## config.mk

```make
export PLATFORM = sky130hd
export DESIGN_NAME = pgr_apb_regbank_32bit_flat
export DESIGN_NICKNAME = d
export VERILOG_FILES = /design/src/rtl/pgr_apb_regbank_32bit_if.sv /design/src/rtl/pgr_apb_regbank_32bit.sv /design/src/flat_wrapper.sv
export SDC_FILE = /design/constraint.sdc
export NUM_CORES = 1
export LEC_CHECK = 0
export ABC_AREA = 1
export BUFFER_PORTS_ARGS = -buffer_cell sky130_fd_sc_hd__buf_2
export CAP_MARGIN = 15
export CORE_ASPECT_RATIO = 1.75
export CORE_MARGIN = 2
export CORE_UTILIZATION = 35
export DETAILED_ROUTE_END_ITERATION = 12
export PLACE_DENSITY_LB_ADDON = 0.08
export SYNTH_ARGS = -nofsm -noshare
export SYNTH_HDL_FRONTEND = slang
export SYNTH_SLANG_ARGS = --single-unit
```

## constraint.sdc

```tcl
create_clock -name i_clk -period 5.3 [get_ports i_clk]
set_input_delay 1.06 -clock i_clk [delete_from_list [all_inputs] [get_ports i_clk]]
set_output_delay 1.06 -clock i_clk [all_outputs]
set_load 0.01 [all_outputs]
```

## src/rtl/pgr_apb_regbank_32bit_if.sv

```systemverilog
// APB bus bundle for pgr_apb_regbank_32bit.
//   i_p_sel, i_p_enable, i_p_we : APB select, access-phase enable, direction
//   i_p_addr [AW]               : byte address (bits [1:0] ignored by the slave)
//   i_p_strb [SW]               : write byte strobes
//   i_p_wdata [DW]              : write data
//   o_p_ready                   : transfer-complete pulse (slave driven)
//   o_p_rdata [DW]              : read data, valid only with o_p_ready
interface pgr_apb_regbank_32bit_if #(
  parameter int unsigned AW = 16,
  parameter int unsigned DW = 32,
  parameter int unsigned SW = 4
);
  logic          i_p_sel;
  logic          i_p_enable;
  logic          i_p_we;
  logic [AW-1:0] i_p_addr;
  logic [SW-1:0] i_p_strb;
  logic [DW-1:0] i_p_wdata;
  logic          o_p_ready;
  logic [DW-1:0] o_p_rdata;

  modport master (
    output i_p_sel, i_p_enable, i_p_we, i_p_addr, i_p_strb, i_p_wdata,
    input  o_p_ready, o_p_rdata
  );

  modport slave (
    input  i_p_sel, i_p_enable, i_p_we, i_p_addr, i_p_strb, i_p_wdata,
    output o_p_ready, o_p_rdata
  );
endinterface

```

## src/rtl/pgr_apb_regbank_32bit.sv

```systemverilog
// APB register bank: ID, CTRL, STATUS (W1C event flags), free-running CNT
// and four scratch registers, with a configurable number of wait cycles.
//   i_clk      : clock, all state on the rising edge
//   i_rst_n    : synchronous active-low reset
//   apb        : APB slave bus (see pgr_apb_regbank_32bit_if)
//   i_evt [8]  : event pulses that set STATUS bits
//   o_ctrl     : current CTRL register
//   o_addr_err : pulse in the ready cycle of an access to an unmapped address
// Map: 0x00 ID, 0x04 CTRL, 0x08 STATUS, 0x0C CNT, 0x10..0x1C SCRATCH0..3.
module pgr_apb_regbank_32bit #(
  parameter int unsigned   AW       = 16,
  parameter int unsigned   DW       = 32,
  parameter int unsigned   SW       = 4,
  parameter int unsigned   WAIT_CYC = 1,
  parameter logic [DW-1:0] ID_VAL   = 32'h5047_0001
) (
  input  logic                          i_clk,
  input  logic                          i_rst_n,
  pgr_apb_regbank_32bit_if.slave        apb,
  input  logic [7:0]                    i_evt,
  output logic [DW-1:0]                 o_ctrl,
  output logic                          o_addr_err
);

  typedef enum logic [1:0] {IDLE, SETUP, ACCESS} state_t;

  state_t        state_q, state_d;
  logic [4:0]    idx_q, idx_d;      // index of the current access cycle
  logic          ready_q, ready_d;
  logic          err_q, err_d;

  logic [DW-1:0] ctrl_q;
  logic [DW-1:0] cnt_q;
  logic [DW-1:0] scr_q [4];
  logic [7:0]    status_q;
  logic          run_q;             // holds CNT at 0 for the first edge out of reset

  logic          unmapped;
  logic [2:0]    word;
  logic          commit;
  logic [7:0]    status_clr;
  logic [DW-1:0] rd_word;
  logic          unused_addr_lsb;

  assign unmapped        = |apb.i_p_addr[AW-1:5];
  assign word            = apb.i_p_addr[4:2];
  assign unused_addr_lsb = ^apb.i_p_addr[1:0];

  // Write lands on the edge that closes the ready cycle.
  assign commit = ready_q && apb.i_p_sel && apb.i_p_we && !unmapped;

  function automatic logic [DW-1:0] apply_strb(input logic [DW-1:0] old_v,
                                               input logic [DW-1:0] new_v,
                                               input logic [SW-1:0] strb);
    logic [DW-1:0] r;
    r = old_v;
    for (int unsigned b = 0; b < SW; b++)
      if (strb[b]) r[8*b +: 8] = new_v[8*b +: 8];
    return r;
  endfunction

  always_ff @(posedge i_clk) begin
    if (!i_rst_n) begin
      state_q <= IDLE;
      idx_q   <= '0;
      ready_q <= 1'b0;
      err_q   <= 1'b0;
    end else begin
      state_q <= state_d;
      idx_q   <= idx_d;
      ready_q <= ready_d;
      err_q   <= err_d;
    end
  end

  // Ready is registered: it is decided in access cycle WAIT_CYC so that it
  // shows in access cycle WAIT_CYC+1. With WAIT_CYC=0 that decision happens
  // while still in SETUP (access cycle 0).
  always_comb begin
    state_d = state_q;
    idx_d   = idx_q;
    ready_d = 1'b0;
    err_d   = 1'b0;
    case (state_q)
      IDLE: begin
        if (apb.i_p_sel && !apb.i_p_enable) state_d = SETUP;
      end
      SETUP: begin
        if (!apb.i_p_sel) begin
          state_d = IDLE;
        end else if (apb.i_p_enable) begin
          state_d = ACCESS;
          idx_d   = 5'd1;
          if (WAIT_CYC == 0) begin
            ready_d = 1'b1;
            err_d   = unmapped;
          end
        end
      end
      ACCESS: begin
        if (!apb.i_p_sel || ready_q) begin
          state_d = IDLE;
        end else if (apb.i_p_enable) begin
          idx_d = idx_q + 5'd1;
          if (idx_q == 5'(WAIT_CYC)) begin
            ready_d = 1'b1;
            err_d   = unmapped;
          end
        end
      end
      default: state_d = IDLE;
    endcase
  end

  assign status_clr = (commit && word == 3'd2 && apb.i_p_strb[0]) ? apb.i_p_wdata[7:0] : '0;

  always_ff @(posedge i_clk) begin
    if (!i_rst_n) begin
      ctrl_q   <= '0;
      cnt_q    <= '0;
      status_q <= '0;
      run_q    <= 1'b0;
      for (int unsigned i = 0; i < 4; i++) scr_q[i] <= '0;
    end else begin
      run_q <= 1'b1;
      if (run_q) cnt_q <= cnt_q + 1'b1;
      // Event set takes priority over a simultaneous W1C clear.
      status_q <= (status_q & ~status_clr) | i_evt;
      if (commit) begin
        case (word)
          3'd1:                   ctrl_q          <= apply_strb(ctrl_q, apb.i_p_wdata, apb.i_p_strb);
          3'd4, 3'd5, 3'd6, 3'd7: scr_q[word[1:0]] <= apply_strb(scr_q[word[1:0]], apb.i_p_wdata, apb.i_p_strb);
          default: ;
        endcase
      end
    end
  end

  always_comb begin
    rd_word = '0;
    case (word)
      3'd0:    rd_word = ID_VAL;
      3'd1:    rd_word = ctrl_q;
      3'd2:    rd_word = {{(DW-8){1'b0}}, status_q};
      3'd3:    rd_word = cnt_q;
      default: rd_word = scr_q[word[1:0]];
    endcase
  end

  assign apb.o_p_ready = ready_q;
  assign apb.o_p_rdata = (ready_q && !apb.i_p_we && !unmapped) ? rd_word : '0;
  assign o_ctrl        = ctrl_q;
  assign o_addr_err    = err_q;

endmodule

```

## src/flat_wrapper.sv

```systemverilog
// flat-port wrapper written by rule: the top's interface ports become plain ports
module pgr_apb_regbank_32bit_flat 
#(
  parameter int unsigned   AW       = 16,
  parameter int unsigned   DW       = 32,
  parameter int unsigned   SW       = 4,
  parameter int unsigned   WAIT_CYC = 1,
  parameter logic [DW-1:0] ID_VAL   = 32'h5047_0001
)
  (i_clk, i_rst_n, i_evt, o_ctrl, o_addr_err, apb_i_p_sel, apb_i_p_enable, apb_i_p_we, apb_i_p_addr, apb_i_p_strb, apb_i_p_wdata, apb_o_p_ready, apb_o_p_rdata);
  pgr_apb_regbank_32bit_if #(.AW(AW), .DW(DW), .SW(SW)) apb_i ();
  input  logic i_clk;
  input  logic i_rst_n;
  input  logic [7:0] i_evt;
  output logic [DW-1:0] o_ctrl;
  output logic o_addr_err;
  input wire logic [$bits(apb_i.i_p_sel)-1:0] apb_i_p_sel;
  input wire logic [$bits(apb_i.i_p_enable)-1:0] apb_i_p_enable;
  input wire logic [$bits(apb_i.i_p_we)-1:0] apb_i_p_we;
  input wire logic [$bits(apb_i.i_p_addr)-1:0] apb_i_p_addr;
  input wire logic [$bits(apb_i.i_p_strb)-1:0] apb_i_p_strb;
  input wire logic [$bits(apb_i.i_p_wdata)-1:0] apb_i_p_wdata;
  output wire logic [$bits(apb_i.o_p_ready)-1:0] apb_o_p_ready;
  output wire logic [$bits(apb_i.o_p_rdata)-1:0] apb_o_p_rdata;
  assign apb_i.i_p_sel = apb_i_p_sel;
  assign apb_i.i_p_enable = apb_i_p_enable;
  assign apb_i.i_p_we = apb_i_p_we;
  assign apb_i.i_p_addr = apb_i_p_addr;
  assign apb_i.i_p_strb = apb_i_p_strb;
  assign apb_i.i_p_wdata = apb_i_p_wdata;
  assign apb_o_p_ready = apb_i.o_p_ready;
  assign apb_o_p_rdata = apb_i.o_p_rdata;
  pgr_apb_regbank_32bit #(.AW(AW), .DW(DW), .SW(SW), .WAIT_CYC(WAIT_CYC), .ID_VAL(ID_VAL)) u_core (.i_clk(i_clk), .i_rst_n(i_rst_n), .apb(apb_i), .i_evt(i_evt), .o_ctrl(o_ctrl), .o_addr_err(o_addr_err));
endmodule
```

Word-level counts from Yosys, hierarchy flattened
Memories as Yosys holds them, arrays and structs flattened.
Cells that the tools add are included.
- input port bits: 65
- logic and storage cells: 104
- bits in writable memories: 128
- memory bits (read-only): 0
- memories: 1
- output and inout port bits: 66
- flip-flop bits (word level): 82
- latch bits: 0
- equal/unequal tests: 17
- order comparisons: 0
- shift operators: 0
- multiplexer cells: 39
- reductions and logical operators: 27
- bitwise logic cells: 7
- $mul: 0
- div/mod/pow operators: 0
- add/sub/neg operators: 2
- memories (name ; depth ; bits a word ; read ports ; clocked after memory_dff ; write ports ; RTL line ; source):
    u_core.scr_q ; 4 ; 32 ; 1 ; 0 ; 4 ; pgr_apb_regbank_32bit.sv:34 ; logic [DW-1:0] scr_q [4];
- operator list (kind ; count):
    $mux W8 ; 17
    $pmux W32 S4 ; 1
    $mux W32 ; 2
    $add A32 B1 Y32 const B ; 1
    $reduce_or A32 Y1 ; 1
    $mux W5 ; 4
    $reduce_and A3 Y1 ; 5
    $eq A3 B3 Y1 const B ; 4
    $reduce_or A11 Y1 ; 1
    $mux W2 ; 5
    $pmux W5 S2 ; 1
    $and A8 B8 Y8 ; 1
    $logic_and A1 B1 Y1 ; 8
    $mux W1 ; 8
    $ne A2 B2 Y1 const B ; 4
    $not A8 Y8 ; 1
    $or A8 B8 Y8 ; 1
    $reduce_or A4 Y1 ; 2
    $eq A3 B2 Y1 const B ; 2
    $pmux W2 S3 ; 1
    $add A5 B1 Y5 const B ; 1
    $eq A5 B1 Y1 const B ; 1
    $reduce_and A5 Y1 ; 1
    $reduce_or A5 Y1 ; 1
    other kinds (11) ; 18

Logic depth before layout (Yosys ltp)
Gate-level depths: netlist (run 1).
- depth after elaboration: 9
- mapped depth: 11
- depth with buffers taken out: 10

Worst setup path before layout (run 1)
Ideal clock, no wire load.
- kind: input -> register
- from: in apb_i_p_addr[2]
- to: mem u_core.scr_q[2][0], enable pin
- stages: 6
- setup time: 466 ps
- required time: 4834 ps
- path slack: 823 ps
- buffers on the path: 3
- data arrival time: 4012 ps
- cells stage by stage: buf_4 -> inv_4 -> nand2_2 -> buf_2 -> buf_2 -> o21ai_0
- RTL lines (item ; RTL line ; source):
    start: declaration ; flat_wrapper.sv:20 ; input wire logic [$bits(apb_i.i_p_addr)-1:0] apb_i_p_addr;
    end: declaration ; pgr_apb_regbank_32bit.sv:34 ;

Final worst setup path (run 1)
- from: in apb_i_p_addr[2]
- to: out apb_o_p_rdata[27]
- cells in the longest elaborated chain, start to end: 3
- elaborated cells between the ends (all ways): 7
- classes of those cells: 3 x eq/ne; 2 x mux; 1 x reduce/logical; 1 x memory
- RTL lines (item ; RTL line ; source):
    $mem_v2 Z4 W32, or another cell as far along ; -- ;
    $pmux W32 S4 (*) ; pgr_apb_regbank_32bit.sv:141 ; case (word)
    $mux W32 (*) ; pgr_apb_regbank_32bit.sv:151 ; assign apb.o_p_rdata = (ready_q && !apb.i_p_we && !unmapped) ? rd_word : '0;
    end: declaration ; flat_wrapper.sv:24 ; output wire logic [$bits(apb_i.o_p_rdata)-1:0] apb_o_p_rdata;
Mark *: on every way between the ends. The rest lies on a longest branch, timed or not.

==> results of run 1 <==
path summary, 6_finish.rpt:
kind                            slack (ns)                       startpoint                             end
worst max-delay path                  0.92                  apb_i_p_addr[2]               apb_o_p_rdata[27]
worst min-delay path                  0.42   u_core.state_q[1]$_SDFFE_PN0P_  u_core.state_q[0]$_SDFFE_PN0P_
worst max register to register        2.63  u_core.apb.o_p_ready$_SDFF_PP0_   u_core.scr_q[3][20]$_DFFE_PP_
worst min register to register        0.42   u_core.state_q[1]$_SDFFE_PN0P_  u_core.state_q[0]$_SDFFE_PN0P_
layer usage:
metal  vias up  part of all wire [%]  track usage, %
met4         0                   3.0           8.040
li1       4611                     -               -
met1      4418                    41           26.36
met5         -                     0               0
met2       237                    52           40.48
met3        60                   4.1           2.248
critical path: cells and delay by family:
| family | cells | cell delay (ns) |
|---|---|---|
| AO/OA/AOI/OAI | 2 | 0.59 |
| AND/OR/NAND/NOR | 3 | 0.87 |
| buffers and inverters | 3 | 0.78 |
synth_stat cells (all sizes together) (2+ instances only):
master | count | area (um^2)
o22ai | 13 | 81.33
nand3b | 4 | 67.57
clkbuf | 24 | 90.09
nand4 | 9 | 56.30
nand2 | 233 | 902.1
buf | 39 | 275.3
clkinv | 2 | 8.750
nor4 | 2 | 12.51
nand3 | 72 | 375.4
a211oi | 4 | 30.03
o21bai | 8 | 60.06
dfxtp | 82 | 1642
a21oi | 44 | 220.2
inv | 152 | 573.1
nor2 | 423 | 1603
edfxtp | 128 | 3844
o21a | 2 | 15.01
nor3 | 19 | 95.09
ha | 3 | 37.54
a31oi | 18 | 112.6
o21ai | 73 | 365.4
o221ai | 7 | 61.31
sequential cells by signal, indices dropped and copies added, names as in the netlist:
name and flops:
u_core.o_ctrl 32, u_core.o_addr_err 1, u_core.cnt_q 32, u_core.apb.o_p_ready 1, u_core.state_q 2, u_core.scr_q 128, u_core.status_q 8, u_core.run_q 1
u_core.idx_q 5
power groups by stage:
stage          registers, uW  logic, uW  clock network [uW]
6_report                1780        280                1480
5_1_grt                 1780        311                1580
4_1_cts                 1780        284                1520
3_5_place_dp            1810        283                   0
3_3_place_gp            1810        282                   0
2_1_floorplan           1810        169                   0
cell usage in the layout, fill, tap and decap left out, types with 3 or more instances in the layout:
cell type,count
sky130_fd_sc_hd__nand3_1,69
sky130_fd_sc_hd__o22ai_1,13
sky130_fd_sc_hd__nor3_1,19
sky130_fd_sc_hd__buf_12,4
sky130_fd_sc_hd__clkbuf_16,23
sky130_fd_sc_hd__o221ai_1,7
sky130_fd_sc_hd__o21ai_0,50
sky130_fd_sc_hd__a21oi_1,44
sky130_fd_sc_hd__edfxtp_1,128
sky130_fd_sc_hd__o21ai_4,4
sky130_fd_sc_hd__o21bai_1,8
sky130_fd_sc_hd__a211oi_1,4
sky130_fd_sc_hd__nand3_2,3
sky130_fd_sc_hd__inv_1,147
sky130_fd_sc_hd__o21ai_1,19
sky130_fd_sc_hd__nor2_1,419
sky130_fd_sc_hd__clkinv_1,3
sky130_fd_sc_hd__nor2_2,3
sky130_fd_sc_hd__dfxtp_1,82
sky130_fd_sc_hd__a31oi_1,18
sky130_fd_sc_hd__clkbuf_1,11
sky130_fd_sc_hd__buf_2,127
sky130_fd_sc_hd__nand2_4,3
sky130_fd_sc_hd__nand2_1,228
sky130_fd_sc_hd__ha_1,3
sky130_fd_sc_hd__inv_2,4
sky130_fd_sc_hd__nand4_1,9
sky130_fd_sc_hd__nand3b_4,3
sky130_fd_sc_hd__buf_4,16
cell type report:
type,count,area (um^2),share of cell area (%)
inverter,154,581.8,4.761
timing repair buffer,147,835.8,6.839
clock inverter,3,12.51,0.1024
tap,387,484.2,3.962
multi-input combinational,938,4172,34.14
clock buffer,37,649.4,5.314
sequential,210,5485,44.89
cell families (layout without fill, tap and decap cells):
family / count (synthesis) / after routing / share of synthesized area (%)
adders and majority gates: 3 / 3 / 0.3555
and+or+nand+nor: 763 / 763 / 29.53
DFF: 210 / 210 / 51.95
buffers and inverters: 217 / 341 / 8.970
AOI/OAI and AO/OA: 171 / 171 / 9.113
xor gates and xnor gates: 1 / 1 / 0.08296
stage by stage:
step	instances	hold slack [ns]
after floorplan	1365	0.3980
after global placement	1836	0.4122
after detailed placement	1836	0.4144
after CTS	1876	0.4236
after global routing	1876	0.4320
final	1876	0.4186
==> impl_metrics.yaml, run 1 <==
outcome:
  run_status: "finished clean"
clock_tree:
  numClockSinks: 210
  postCtsSetupRepairBufs: 0
  cts_made_buffers: 22
  clk_path_buf_depth: 3
  cts_root_buf: "sky130_fd_sc_hd__clkbuf_16"
  clkSlewWorstSetupHoldPaths_ns: 0.06
  cts_hold_repair.buffers: 0
  clock_tree_from_tritoncts: "built"
  ctsHtreeMaxLevel: 1
  cts-resized-gates: 0
  clk_latency_ns: 0.53
die:
  die_width_um: 135.3
  rows: 84
  initial_utilization_pct: 35.37
  boundaryPins: 131
  floorplan.die.height_um: 233.8
  core_area_mm2: 0.02985
  die_area_mm2: 0.03163
synthesis:
  synth_ff_type: "sky130_fd_sc_hd__edfxtp_1"
  synth-edff-count: 128
  yosys.cell_types.count: 39
  syn_area_per_cell_um2: 7.735
  syn_inst: 1365
  mappedNetlistArea_mm2: 0.01056
  share_of_synthesized_flip_flops_with_an_asynchronous_set_or_reset_pct: 0
  syn_nets: 1433
  seq_area_frac_synth_pct: 51.95
  count_of_yosys_warnings_during_synthesis: 0
  synth.ff_latch_count: 210
placed_design:
  post_dp_cell_area_mm2: 0.01156
  dp_slack_ns: 0.9336
  hpwlAfterDp_um: 23130
  gp_routability_congestion: 0.8502
  buffer_ports.inserted: 128
detailed_routing:
  detail_route.iter0.violations: 538
  drc: 0
  drt_pre_antenna_iters: 5
  drt.antenna.violating_nets: 0
  dr_total_vias: 9326
  routed_wl_um: 34780
  route.detailed.wl_per_inst_um: 18.54
  vias_per_cell: 4.971
worst_setup_path:
  largest_stage_delay_on_the_critical_path_ns: 0.59
  critical_path_required_ns: 4.24
  cpMaxStageDelayCell: "sky130_fd_sc_hd__nand2_1"
  ff2ff_path_depth: 5
  start_kind: "primary input"
  worst-setup-path-type: "primary input to output port"
  cp_data_arrival_time_ns: 3.32
  worstSetupEndpointType: "output port"
  critical_path.cell_chain: "buf_2 > nand2_1 > clkinv_1 > nand2_1 > o22ai_1 > a31oi_1 > nor2_1 > buf_2"
  crit_fanout: 17
pwr:
  internal_power_uw: 2677
  pwr_density_cell_mw_per_mm2: 290.0
  share_clk_of_total_power_pct: 41.9
  total_power_uw: 3544
  power_switching_share_pct: 24.46
  p_leak_uw: 0.005491
  power.net_switching_uw: 866.8
  fraction_of_power_consumed_by_sequential_logic_pct: 50.2
  comb_power_share_pct: 7.9
  max-vdd-ir-drop_v: 0.0002001
sta:
  min_period_ns: 4.382
  worst_slack_ns: 0.9178
  fin_tns_setup_ns: 0
  period_share_pct: 82.68
  final.setup_skew_ns: 0.02232
  worst_slew_margin_rel_pct: 37.62
  worstMarginPinSlew_ns: 0.9347
  setup_viol: 0
  finalMaxSlewViolations: 0
  rsz0062_at_grt: "no"
  timing_hold_violations_final: 0
  achievable-frequency_mhz: 228.2
global_route:
  wire_length_of_the_first_global_routing_pass_um: 52810
  overall_global_routing_usage_pct: 22.00
  antenna_found_initial: 0
  grt_pass1_vias: 9202
  overflow: 0
  maximum_number_of_pins_on_one_net_before_global_route_repair: 44
final_layout:
  fill_cells: 3214
  flow.area_growth_from_synthesis_pct: 15.74
  design_area_mm2: 0.01222
  nets: 1541
  antennaDiodeCount: 0
  drive_gt1_share_pct: 13.36
  finish.utilization_pct: 40.94
flow_run:
  maxCapViolations: 0
worst_hold_path:
  hp-class: "flop to flop"
  min_path_cells: 1
(Power assumes the default switching activity.)
==> run 2: changes to the inputs <==
- clock period: 5.3 -> 4.2 ns (I/O delays scaled with it)
==> run 2 against run 1 <==
  * Wire length fell by 0.39%
  * Setup slack worse by 0.33 ns
  * Die area did not move
  * Non-clock buffer count is 13 higher
  * Clock power up 35%
  * Via count shrank 0.29%
  * Power up 30%
  * Largest power group unchanged
  * Design area up 1.1%
  * Register-to-register slack got worse by 0.58 ns
  * Sequential share of layout area down 0.51 points
  * Global-route usage down 0.12 points
  * First-iteration DRC count up 5.6%
==> impl_metrics.yaml, run 2 (same netlist as run 1, synthesis figures left out) <==
sta:
  fin_tns_setup_ns: 0
  period_share_pct: 85.93
  finalMaxSlewViolations: 0
  final.setup_skew_ns: 0.01320
  setup_viol: 0
  min_period_ns: 3.609
  rsz0062_at_grt: "no"
  worstMarginPinSlew_ns: 0.6551
  achievable-frequency_mhz: 277.1
  worst_slew_margin_rel_pct: 55.99
  timing_hold_violations_final: 0
detailed_routing:
  drt_pre_antenna_iters: 5
  dr_total_vias: 9299
  detail_route.iter0.violations: 568
  route.detailed.wl_per_inst_um: 18.33
  drc: 0
  drt.antenna.violating_nets: 0
  vias_per_cell: 4.920
  routed_wl_um: 34650
worst_setup_path:
  cp_data_arrival_time_ns: 2.77
  start_kind: "primary input"
  reg2reg_to: "u_core.scr_q[2][17]$_SDFFCE_PN0P_"
  r2r_path_start: "u_core.apb.o_p_ready$_SDFF_PP0_"
  critical_path_required_ns: 3.36
  crit_fanout: 28
  worstSetupEndpointType: "output port"
  worst-setup-path-type: "primary input to output port"
  ff2ff_path_depth: 7
  timing.reg2reg.setup_slack_ns: 2.05
pwr:
  power.net_switching_uw: 1115
  comb_power_share_pct: 7.7
  internal_power_uw: 3484
  power_switching_share_pct: 24.25
  max-vdd-ir-drop_v: 0.0002633
  share_clk_of_total_power_pct: 43.4
  p_leak_uw: 0.005572
  fraction_of_power_consumed_by_sequential_logic_pct: 48.8
  pwr_density_cell_mw_per_mm2: 372.1
final_layout:
  ff_latch_area_mm2: 0.005485
  flow.area_growth_from_synthesis_pct: 17.06
  nets: 1555
  largest_register: "u_core.scr_q"
  finish.utilization_pct: 41.41
  largest_register_ffs: 128
  mostFrequentLayoutCells: "419 x sky130_fd_sc_hd__nor2_1, 228 x sky130_fd_sc_hd__nand2_1, 147 x sky130_fd_sc_hd__inv_1"
  drive_gt1_share_pct: 14.30
  layout_commonest_cell: "sky130_fd_sc_hd__nor2_1"
  multiInputGateArea_mm2: 0.004172
  fill_cells: 3161
  antennaDiodeCount: 0
  fin_cells: 1890
clock_tree:
  clk_latency_ns: 0.53
  cts-resized-gates: 0
  clk_path_buf_depth: 3
  numClockSinks: 210
  ctsHtreeMaxLevel: 1
  cts_made_buffers: 23
  cts_hold_repair.buffers: 0
  cts_root_buf: "sky130_fd_sc_hd__clkbuf_16"
  clock_tree_from_tritoncts: "built"
  postCtsSetupRepairBufs: 0
  clkSlewWorstSetupHoldPaths_ns: 0.06
die:
  floorplan.die.height_um: 233.8
  initial_utilization_pct: 35.37
  rows: 84
  boundaryPins: 131
  die_width_um: 135.3
  core_area_mm2: 0.02985
  die_area_mm2: 0.03163
worst_hold_path:
  hp-class: "flop to flop"
  hold_path.startpoint: "u_core.state_q[1]$_SDFFE_PN0P_"
  min_path_cells: 1
  min_delay_worst_endpoint: "u_core.state_q[0]$_SDFFE_PN0P_"
placed_design:
  gp_routability_congestion: 0.8433
  buffer_ports.inserted: 128
  place.detailed.instances: 1849
  hpwlAfterDp_um: 23940
flow_run:
  maxCapViolations: 0
global_route:
  grt_pass1_vias: 8952
  overflow: 0
  maximum_number_of_pins_on_one_net_before_global_route_repair: 70
  antenna_found_initial: 0
  overall_global_routing_usage_pct: 21.89
  wire_length_of_the_first_global_routing_pass_um: 52270
outcome:
  run_status: "finished clean"
[run 2: cell types whose count changed in the layout (fill, tap and decap cells not counted)]
cell,change
sky130_fd_sc_hd__buf_12,-1
sky130_fd_sc_hd__buf_4,+14
sky130_fd_sc_hd__bufinv_16,+2
sky130_fd_sc_hd__clkbuf_1,-3
sky130_fd_sc_hd__clkbuf_2,-1
sky130_fd_sc_hd__clkbuf_8,-1
sky130_fd_sc_hd__clkinv_1,+1
sky130_fd_sc_hd__clkinv_2,+1
sky130_fd_sc_hd__clkinv_4,+1
sky130_fd_sc_hd__clkinvlp_4,+1
[run 2: cell type report]
cell class / count / area share (%)
flip-flops and latches: 210 / 44.38
well taps: 387 / 3.917
clock buffers: 32 / 5.011
repair buffers: 160 / 7.450
multi-input cells: 938 / 33.75
inverters: 154 / 4.707
clock inverters: 9 / 0.7896
[run 2: metal layers]
layer | share of wire [%] | global-route usage (%)
met5 | 0 | 0
met4 | 3.5 | 8.040
met3 | 4.3 | 2.421
met2 | 51 | 39.74
met1 | 42 | 26.54
[run 2: power by group through the flow]
stage	clock (uW)	sequential, uW	combinational, uW
after CTS	2050	2250	361
after floorplan	0	2290	213
after global routing	2130	2250	395
final	2000	2250	356
after detailed placement	0	2290	360
after global placement	0	2290	359
[run 2: stage by stage]
stage | hold WS [ns] | worst slack (ns) | total power, uW | cell area [um^2]
after CTS | 0.4180 | 0.5712 | 4653 | 12360
after floorplan | 0.3980 | -0.01658 | 2503 | 10560
after detailed placement | 0.4088 | 0.5756 | 2650 | 11640
after global routing | 0.4474 | 0.4930 | 4776 | 12360
final | 0.4154 | 0.5911 | 4599 | 12360
after global placement | 0.4072 | 0.5912 | 2647 | 11640
[run 2: how the worst max path moves through the flow]
| stage | start | to |
|---|---|---|
| after detailed placement | apb_i_p_addr[2] | apb_o_p_rdata[1] |
| final | apb_i_p_addr[2] | apb_o_p_rdata[1] |
| after global routing | apb_i_p_addr[2] | apb_o_p_rdata[1] |
| after floorplan | apb_i_p_addr[14] | u_core.scr_q[0][0]$_SDFFCE_PN0P_ |
| after global placement | apb_i_p_addr[2] | apb_o_p_rdata[1] |
| after CTS | apb_i_p_addr[2] | apb_o_p_rdata[1] |
[run 2: critical path: stages]
cell                      delay (ns)
sky130_fd_sc_hd__buf_2          0.33
sky130_fd_sc_hd__inv_4          0.19
sky130_fd_sc_hd__nand2_4        0.35
sky130_fd_sc_hd__buf_4          0.32
sky130_fd_sc_hd__nor2_1         0.06
sky130_fd_sc_hd__nor2_1         0.08
sky130_fd_sc_hd__nand2_1        0.07
sky130_fd_sc_hd__a21oi_1        0.31
sky130_fd_sc_hd__buf_2          0.20
==> run 3: changes to the inputs <==
- ABC_AREA: 1 -> unset
- CORE_UTILIZATION: 35 -> 40
==> run 3 against run 2 <==
  * Register-to-register slack got worse by 0.52 ns
  * First-iteration DRC count increased by 0.53%
  * Utilization increased by 6.3 points
  * Largest power group unchanged
  * Non-clock buffer count decreased by 7
  * Count of clock-buffer cells in the layout unchanged
  * Hold slack improved by 0.057 ns
==> impl_metrics.yaml, run 3 <==
final_layout:
  mostFrequentLayoutCells: "170 x sky130_fd_sc_hd__nor2_1, 128 x sky130_fd_sc_hd__buf_2, 128 x sky130_fd_sc_hd__edfxtp_1"
  finish.utilization_pct: 47.71
  largest_register_ffs: 128
  antennaDiodeCount: 0
  flow.area_growth_from_synthesis_pct: 17.09
  largest_register: "u_core.scr_q"
  nets: 1089
  fill_cells: 2347
  drive_gt1_share_pct: 24.49
  layout_commonest_cell: "sky130_fd_sc_hd__nor2_1"
pwr:
  p_leak_uw: 0.004671
  pwr_density_cell_mw_per_mm2: 379.5
  max-vdd-ir-drop_v: 0.0002474
flow_run:
  maxCapViolations: 0
detailed_routing:
  drt_pre_antenna_iters: 5
  drt.antenna.violating_nets: 0
  route.detailed.wl_per_inst_um: 20.77
  detail_route.iter0.violations: 571
  routed_wl_um: 28020
  drc: 0
  vias_per_cell: 5.498
  dr_total_vias: 7417
global_route:
  overflow: 0
  grt_pass1_vias: 7373
  grt_most_used_layer: "met2"
  antenna_found_initial: 0
  use_met3_pct: 2.210
  grt_util_met1_pct: 27.93
  maximum_number_of_pins_on_one_net_before_global_route_repair: 33
  overall_global_routing_usage_pct: 21.37
  wire_length_of_the_first_global_routing_pass_um: 42950
  groute.layer.met2.usage_pct: 36.81
die:
  initial_utilization_pct: 40.75
  die_area_mm2: 0.02652
  core_area_mm2: 0.02472
  floorplan.die.height_um: 213.9
  boundaryPins: 131
  rows: 76
  die_width_um: 124.0
synthesis:
  syn_inst: 909
  synth_commonest_cells: "170 x sky130_fd_sc_hd__nor2_1, 128 x sky130_fd_sc_hd__edfxtp_1, 87 x sky130_fd_sc_hd__nand2_1, 82 x sky130_fd_sc_hd__dfxtp_1, 69 x sky130_fd_sc_hd__mux2i_1"
  syn_area_per_cell_um2: 11.08
  synth_area_leaders: "sky130_fd_sc_hd__edfxtp_1 38%, sky130_fd_sc_hd__dfxtp_1 16%, sky130_fd_sc_hd__mux4_2 7.2%"
  synth-edff-count: 128
  mappedNetlistArea_mm2: 0.01007
  yosys.cell_count.top_type: "sky130_fd_sc_hd__nor2_1"
  share_of_synthesized_flip_flops_with_an_asynchronous_set_or_reset_pct: 0
  seq_area_frac_synth_pct: 54.45
  syn_nets: 977
  synth_top_area_share_pct: 38.15
  synth_top_cell_by_area: "sky130_fd_sc_hd__edfxtp_1"
  yosys.cell_types.count: 44
  synth_ff_type: "sky130_fd_sc_hd__edfxtp_1"
  synth.ff_latch_count: 210
  count_of_yosys_warnings_during_synthesis: 0
sta:
  worst_slew_margin_rel_pct: 28.28
  achievable-frequency_mhz: 270.8
  finalMaxSlewViolations: 0
  min_period_ns: 3.692
  rsz0062_at_grt: "no"
  timing_hold_violations_final: 0
  setup_viol: 0
  final.setup_skew_ns: 0.01070
  period_share_pct: 87.91
  fin_tns_setup_ns: 0
  worstMarginPinSlew_ns: 1.075
outcome:
  run_status: "finished clean"
worst_setup_path:
  worst-setup-path-type: "primary input to output port"
  critical_path_required_ns: 3.36
  crit_fanout: 14
  reg2reg_to: "u_core.scr_q[0][27]$_SDFFCE_PN0P_"
  start_kind: "primary input"
  timing.reg2reg.setup_slack_ns: 1.53
  critical_path.cell_chain: "buf_2 > nor4_1 > buf_4 > nand4_1 > or3b_2 > buf_4 > nor3_1 > buf_2"
  critical_path_buf_inv_count: 4
  worstSetupEndpointType: "output port"
  ff2ff_path_depth: 5
  r2r_path_start: "u_core.apb.o_p_ready$_SDFF_PP0_"
  cpMaxStageDelayCell: "sky130_fd_sc_hd__or3b_2"
  critical_path.top_delay_family: "simple AND/OR/NAND/NOR gates"
  largest_stage_delay_on_the_critical_path_ns: 0.69
  cp_data_arrival_time_ns: 2.85
placed_design:
  hpwlAfterDp_um: 19300
  gp_routability_congestion: 0.8366
  buffer_ports.inserted: 128
clock_tree:
  clkSlewWorstSetupHoldPaths_ns: 0.06
  cts_hold_repair.buffers: 0
  clk_path_buf_depth: 3
  ctsHtreeMaxLevel: 1
  numClockSinks: 210
  clock_tree_from_tritoncts: "built"
  cts_root_buf: "sky130_fd_sc_hd__clkbuf_16"
  clk_latency_ns: 0.51
  cts_made_buffers: 22
  postCtsSetupRepairBufs: 0
  cts-resized-gates: 0
worst_hold_path:
  min_path_cells: 2
  min_delay_worst_endpoint: "u_core.o_ctrl[21]$_SDFFE_PN0P_"
  hold_path.startpoint: "u_core.o_ctrl[21]$_SDFFE_PN0P_"
  hp-class: "flop to flop"
## run 3: changes by cell type in the layout (fill, tap and decap cells not counted), sizes merged, moves of 25 or more
cell,change
inv,-131
mux2,+25
mux2i,+69
mux4,+32
nand2,-146
nand3,-58
nor2,-253
o21ai,-59
## run 3: worst max path at each step
stage | start | to | cells after the start | slack (ns)
2_1_floorplan | apb_i_p_addr[7] | u_core.scr_q[1][0]$_SDFFCE_PN0P_ | 5 | 0.46
3_3_place_gp | apb_i_p_addr[7] | apb_o_p_rdata[17] | 7 | 0.53
3_5_place_dp | apb_i_p_addr[7] | apb_o_p_rdata[30] | 8 | 0.47
4_1_cts | apb_i_p_addr[7] | apb_o_p_rdata[30] | 8 | 0.47
5_1_grt | apb_i_p_addr[7] | apb_o_p_rdata[30] | 8 | 0.32
6_report | apb_i_p_addr[7] | apb_o_p_rdata[30] | 8 | 0.51
## run 3: metrics by stage
| stage | total power (uW) | hold slack, ns | instances | instance area, um^2 | setup WS, ns |
|---|---|---|---|---|---|
| floorplan | 2500 | 0.4248 | 909 | 10080 | 0.4647 |
| global placement | 2637 | 0.4525 | 1309 | 11100 | 0.5278 |
| detailed placement | 2637 | 0.4618 | 1309 | 11100 | 0.4705 |
| CTS | 4527 | 0.4741 | 1349 | 11800 | 0.4690 |
| global route | 4633 | 0.4888 | 1349 | 11800 | 0.3163 |
| finish | 4477 | 0.4724 | 1349 | 11800 | 0.5076 |
## run 3: final cells by class
class | count | area, um^2 | area share (%)
multi-input cells | 613 | 4284 | 36.32
clock inverters | 8 | 42.54 | 0.3606
inverters | 21 | 78.83 | 0.6682
repair buffers | 153 | 865.8 | 7.340
clock buffers | 32 | 649.4 | 5.505
well taps | 312 | 390.4 | 3.309
flip-flops and latches | 210 | 5485 | 46.50
## run 3: worst reg2reg max path, stage by stage, from the launching register on
cell	delay [ns]
sky130_fd_sc_hd__dfxtp_1	0.41
sky130_fd_sc_hd__nor4bb_1	0.45
sky130_fd_sc_hd__and4_1	0.48
sky130_fd_sc_hd__nand2_1	0.27
sky130_fd_sc_hd__o31ai_4	0.21
sky130_fd_sc_hd__buf_4	0.46
## run 3: kinds of logic after synthesis
family          count (synthesis)  share of synthesized area (%)
simple gates                  370                          17.11
compound gates                100                          6.657
fa+ha+maj                       3                         0.3726
buf+inv                        86                          3.390
mux                           126                          16.80
flops                         210                          54.45
xor+xnor                       14                          1.217
## run 3: report_power, final
group / leakage (uW) / switching [uW] / internal [uW]
sequential: 0.00198 / 18.0 / 2230
combinational: 0.00236 / 214 / 128
clock: 0.000330 / 814 / 1070
total: 0.00467 / 1050 / 3430
## run 3: layer usage
layer	wire (um)	share of wire, %
met4	739	2.6
met3	1056	3.8
met2	14110	50
met1	12110	43
met5	0	0
